## src/rtl/dmem_arb_pkg.sv

```systemverilog
// Shared types and constants for the two-master dmem arbiter.
package dmem_arb_pkg;

  typedef enum logic {
    IDLE = 1'b0,
    BUSY = 1'b1
  } arb_state_e;

  typedef enum logic {
    M0 = 1'b0,
    M1 = 1'b1
  } owner_e;

  localparam logic [31:0] TIMEOUT_RDATA = 32'hDEAD_BEEF;

endpackage

```

## src/rtl/dmem_arbiter_rr_pick2.sv

```systemverilog
// Combinational two-way round-robin pick: a lone requester wins, a tie goes to
// whichever master was not served last.
module rr_pick2
  import dmem_arb_pkg::*;
(
  input  logic   valid0,
  input  logic   valid1,
  input  owner_e last,
  output logic   any_valid,
  output owner_e winner
);

  always_comb begin
    any_valid = valid0 | valid1;
    winner    = M0;
    if (valid0 && valid1) begin
      winner = (last == M0) ? M1 : M0;
    end else if (valid1) begin
      winner = M1;
    end
  end

endmodule

```

## src/rtl/dmem_arbiter.sv

```systemverilog
// Round-robin arbiter sharing one single-port dmem between the core (m0) and the fill engine (m1).
// Define ARB_TIMEOUT_EN to add a BUSY watchdog that force-completes with TIMEOUT_RDATA and a sticky timeout_err.
module dmem_arbiter
  import dmem_arb_pkg::*;
#(
  parameter int TIMEOUT_CYCLES = 16
) (
  input  logic        clk,
  input  logic        reset,
  input  logic        m0_valid,
  output logic        m0_ready,
  input  logic [31:0] m0_addr,
  input  logic [31:0] m0_wdata,
  input  logic [3:0]  m0_wstrb,
  output logic [31:0] m0_rdata,
  input  logic        m1_valid,
  output logic        m1_ready,
  input  logic [31:0] m1_addr,
  input  logic [31:0] m1_wdata,
  input  logic [3:0]  m1_wstrb,
  output logic [31:0] m1_rdata,
  output logic        s_valid,
  input  logic        s_ready,
  output logic [31:0] s_addr,
  output logic [31:0] s_wdata,
  output logic [3:0]  s_wstrb,
  input  logic [31:0] s_rdata,
  output logic        timeout_err
);

  arb_state_e  state_q, state_d;
  owner_e      owner_q, owner_d;
  owner_e      last_q, last_d;
  owner_e      winner;
  logic        any_valid;
  logic        s_valid_q, s_valid_d;
  logic [31:0] s_addr_q, s_addr_d;
  logic [31:0] s_wdata_q, s_wdata_d;
  logic [3:0]  s_wstrb_q, s_wstrb_d;
  logic        complete;
  logic        timed_out;

  if (TIMEOUT_CYCLES < 2) begin : g_timeout_range_check
    $error("dmem_arbiter: TIMEOUT_CYCLES must be at least 2");
  end

  rr_pick2 u_pick (
    .valid0    (m0_valid),
    .valid1    (m1_valid),
    .last      (last_q),
    .any_valid (any_valid),
    .winner    (winner)
  );

  always_ff @(posedge clk) begin
    if (reset) begin
      state_q   <= IDLE;
      owner_q   <= M0;
      last_q    <= M1;
      s_valid_q <= 1'b0;
      s_addr_q  <= '0;
      s_wdata_q <= '0;
      s_wstrb_q <= '0;
    end else begin
      state_q   <= state_d;
      owner_q   <= owner_d;
      last_q    <= last_d;
      s_valid_q <= s_valid_d;
      s_addr_q  <= s_addr_d;
      s_wdata_q <= s_wdata_d;
      s_wstrb_q <= s_wstrb_d;
    end
  end

  // Request fields are captured only at grant, so a master that misbehaves
  // while BUSY cannot disturb what the slave sees.
  always_comb begin
    state_d   = state_q;
    owner_d   = owner_q;
    last_d    = last_q;
    s_valid_d = s_valid_q;
    s_addr_d  = s_addr_q;
    s_wdata_d = s_wdata_q;
    s_wstrb_d = s_wstrb_q;
    case (state_q)
      IDLE: begin
        if (any_valid) begin
          owner_d   = winner;
          s_valid_d = 1'b1;
          state_d   = BUSY;
          if (winner == M1) begin
            s_addr_d  = m1_addr;
            s_wdata_d = m1_wdata;
            s_wstrb_d = m1_wstrb;
          end else begin
            s_addr_d  = m0_addr;
            s_wdata_d = m0_wdata;
            s_wstrb_d = m0_wstrb;
          end
        end
      end
      BUSY: begin
        if (complete) begin
          last_d    = owner_q;
          s_valid_d = 1'b0;
          state_d   = IDLE;
        end
      end
      default: state_d = IDLE;
    endcase
  end

  always_comb begin
    complete = (state_q == BUSY) && (s_ready || timed_out);
    m0_ready = complete && (owner_q == M0);
    m1_ready = complete && (owner_q == M1);
    m0_rdata = timed_out ? TIMEOUT_RDATA : s_rdata;
    m1_rdata = timed_out ? TIMEOUT_RDATA : s_rdata;
  end

`ifdef ARB_TIMEOUT_EN
  localparam int TIMER_W = $clog2(TIMEOUT_CYCLES);

  logic [TIMER_W-1:0] timer_q, timer_d;
  logic               timeout_err_q, timeout_err_d;

  // A same-cycle s_ready beats expiry, so timed_out is masked by it.
  assign timed_out = (state_q == BUSY) && !s_ready &&
                     (timer_q == TIMER_W'(TIMEOUT_CYCLES - 1));

  always_comb begin
    timeout_err_d = timeout_err_q | timed_out;
    timer_d       = '0;
    if (state_q == BUSY) begin
      timer_d = timer_q + TIMER_W'(1);
    end
  end

  always_ff @(posedge clk) begin
    if (reset) begin
      timer_q       <= '0;
      timeout_err_q <= 1'b0;
    end else begin
      timer_q       <= timer_d;
      timeout_err_q <= timeout_err_d;
    end
  end

  assign timeout_err = timeout_err_q;
`else
  assign timed_out   = 1'b0;
  assign timeout_err = 1'b0;
`endif

  assign s_valid = s_valid_q;
  assign s_addr  = s_addr_q;
  assign s_wdata = s_wdata_q;
  assign s_wstrb = s_wstrb_q;

endmodule
```

## config.mk

```make
export PLATFORM = sky130hd
export DESIGN_NAME = dmem_arbiter
export DESIGN_NICKNAME = d
export VERILOG_FILES = /design/src/rtl/dmem_arb_pkg.sv /design/src/rtl/dmem_arbiter_rr_pick2.sv /design/src/rtl/dmem_arbiter.sv
export SDC_FILE = /design/constraint.sdc
export NUM_CORES = 1
export LEC_CHECK = 0
export BUFFER_PORTS_ARGS = -buffer_cell sky130_fd_sc_hd__buf_2
export CORE_AREA = 2 2 120 122
export CTS_CLUSTER_SIZE = 25
export DETAILED_ROUTE_END_ITERATION = 7
export DIE_AREA = 0 0 122 124
export PLACE_DENSITY = 0.67
export SLEW_MARGIN = 20
export SYNTH_ARGS = -nofsm -noshare
export SYNTH_HDL_FRONTEND = slang
export SYNTH_SLANG_ARGS = --single-unit
```

## constraint.sdc

```tcl
create_clock -name clk -period 1.3 [get_ports clk]
set_input_delay 0.195 -clock clk [delete_from_list [all_inputs] [get_ports clk]]
set_output_delay 0.195 -clock clk [all_outputs]
set_load 0.02 [all_outputs]
```

==> run metrics <==
reg2reg end=s_wdata[15]$_SDFFE_PP0P_; status=completed; RSZ-0062 raised after global routing=true; largest net degree at the start of global routing=43; Int Power=5.06 mW; Layout Skew=0.00469 ns; clock root buffer=clkbuf_16; VDD IR max=0.000560 V; I/O pins=309; WP buf/inv=2; first-pass GRT wire length=17200 µm; Synth Cell Area=3600 µm²; Crit path largest cell delay=0.35 ns; slowest cell on the critical path=dfxtp_2; row cnt=43; syn nets=634; setup violators final=0; commonest non-fill, non-tap cell in the layout=buf_2; Inserted Clock Buffers=9; Port Buffers=211; arrival time worst endpoint=1.52 ns; Setup CP Type=flip-flop to flip-flop; worst-path fanout max=21; Comb pwr share=23.3%; vias in the first global route=3437; critical path endpoint category=flip-flop; net switching power figure=2.05 mW; wire per inst=15.6 µm; clock latency on the worst-skew pair=0.33 ns; leak pwr=2.42 nW; Final Hold Fails=0; dpl ws=-0.0295 ns; htree depth=3; Worst-path clk slew=0.06 ns; final RePlAce weighted congestion=0.719; First DRT Iteration DRCs=152; gr ovfl total=0; total power=7.10 mW; final WL=12200 µm; maxcap violations=0; Synth Area per Inst=7.81 µm²; hold path start=m0_wdata[8]; Final ANT Viol Nets=0; Layout area overhead=36.9%; crit path time final=1.29 ns; Post-layout nets=771; chip width=122 µm; initial antenna violation count=0; hold depth=3; routed vias/inst=4.65; Setup WS post-layout=0.0150 ns; FILL cells=1464; Tcrit/Tclk final=98.8%; Final Util=35.9%; Worst R2R Path Depth=5; cts hold-fix bufs=0; DP HPWL=8530 µm; Vert. Die Dim=124 µm; HP Class=primary input to flip-flop; worst-case clock buffer depth=2; DRC Markers=0; Flop pwr share=35.9%; Clock Power Share=40.7%; PwrDens=1440 nW/µm²; synth warn=0; cell family with most CP delay=compound AO/OA/AOI/OAI gates; die area=15100 µm²; via count=3638; Synth Flop Type=dfxtp_1; Initial DRT Pass Iterations=5; max-slew violations=0; number of synthesized flops with an enable pin=0; maximum clock rate=778 MHz; post-synthesis cell count=461; critical path launch point type=flip-flop; Diodes inserted=0; Reg-to-Reg Start=last_q$_SDFFE_PP1P_; register area share after synthesis=40.0%; initial core utilization=26.2%; count of cell types in the netlist=19; CP cell instances=a21boi_4, buf_12, clkbuf_16, a21oi_1, a211oi_1; total track usage=14.8%; Critical Path RT=1.54 ns; Final TNS setup=0 ns; Worst Hold End=s_wdata[8]$_SDFFE_PP0P_; commonest cells after routing, fill and taps aside=buf_2 (209), nor2_1 (70), dfxtp_1 (70); CTS sink cnt=72; Switching Share=28.8%; Post-synth ARST share=0%; Yosys reg bits=72; layout cells sized above 1=42.5%; Worst R2R Setup Slack=0.01 ns; core area=13700 µm²; CTS tree=yes
[what timing repair did]
action | 4_1_cts | 5_1_grt
setup endpoints to repair | 5 | 57
cloned | 0 | 3
gates resized for setup | 7 | 9
setup buffers | 0 | 1
pin swaps | 1 | 7
[tightest hold or removal path, cell delays in order]
cell      delay (ns)
buf_2           0.09
nand2_1         0.04
a211oi_1        0.05
[power groups by stage]
| stage | logic (mW) | registers, mW | clock network, mW |
|---|---|---|---|
| finish | 1.66 | 2.55 | 2.89 |
| global route | 1.82 | 2.58 | 3.09 |
| CTS | 1.59 | 2.55 | 2.99 |
| detailed placement | 1.59 | 2.59 | 0 |
| global placement | 1.59 | 2.59 | 0 |
| floorplan | 0.937 | 2.85 | 0 |
[logic make-up (layout without fill, tap and decap cells)]
group                  Yosys count  in the layout  share of synthesized area (%)
AO/OA/AOI/OAI                  145            145                           25.9
AND/OR/NAND/NOR                140            140                           14.7
buffers and inverters          103            245                           19.3
flip-flops                      72             72                           40.0
other                            1              1                          0.104
[flip-flops by register name, indices dropped and copies added (netlist names)]
name,cells
s_wdata,32
s_valid,1
state_q,1
s_addr,32
last_q,1
owner_q,1
s_wstrb,4
[synthesized netlist by cell type, types with 3 or more instances]
library cell	number	area [µm²]
buf_6	3	33.8
nand2_1	69	259
dfxtp_1	72	1440
a211oi_1	68	510
buf_4	71	533
buf_2	15	75.1
nor2_1	70	263
clkbuf_1	14	52.6
a21oi_1	69	345
[per-layer routing]
layer | vias to the layer above | GRT usage (%) | part of all wire [%]
met3 | 46 | 3.53 | 8.1
met1 | 1644 | 16.8 | 39
met2 | 163 | 25.0 | 49
li1 | 1785 | - | -
met5 | - | 0 | 0
met4 | 0 | 9.27 | 3.6
[through the flow]
step / hold WS (ns) / instances / instance area (µm²)
final: 0.0950 / 783 / 4930
after detailed placement: 0.390 / 764 / 4430
after CTS: 0.0748 / 779 / 4800
after global placement: 0.390 / 764 / 4430
after global routing: 0.0930 / 783 / 4930
after floorplan: 0.313 / 461 / 3600
[layout make-up]
type | instances | area, µm² | area share, %
Clock inverter | 5 | 104 | 2.11
Clock buffer | 11 | 243 | 4.92
Tap cell | 180 | 225 | 4.57
Sequential cell | 72 | 1450 | 29.3
Timing Repair Buffer | 229 | 1390 | 28.2
Multi-Input combinational cell | 286 | 1520 | 30.9
[how the worst max path moves through the flow]
| stage | depth (start not counted) | startpoint | slack, ns | to |
|---|---|---|---|---|
| finish | 5 | last_q$_SDFFE_PP1P_ | 0.01 | s_wdata[15]$_SDFFE_PP0P_ |
| global route | 3 | state_q$_SDFF_PP0_ | -0.01 | m0_ready |
| CTS | 4 | last_q$_SDFFE_PP1P_ | 0.007 | s_wdata[10]$_SDFFE_PP0P_ |
| detailed placement | 5 | m1_valid | -0.03 | s_addr[26]$_SDFFE_PP0P_ |
| global placement | 5 | m1_valid | 0.009 | s_wdata[10]$_SDFFE_PP0P_ |
| floorplan | 6 | state_q$_SDFF_PP0_ | 0.05 | s_addr[0]$_SDFFE_PP0P_ |
No activity file was read; power rests on OpenSTA's default activity.
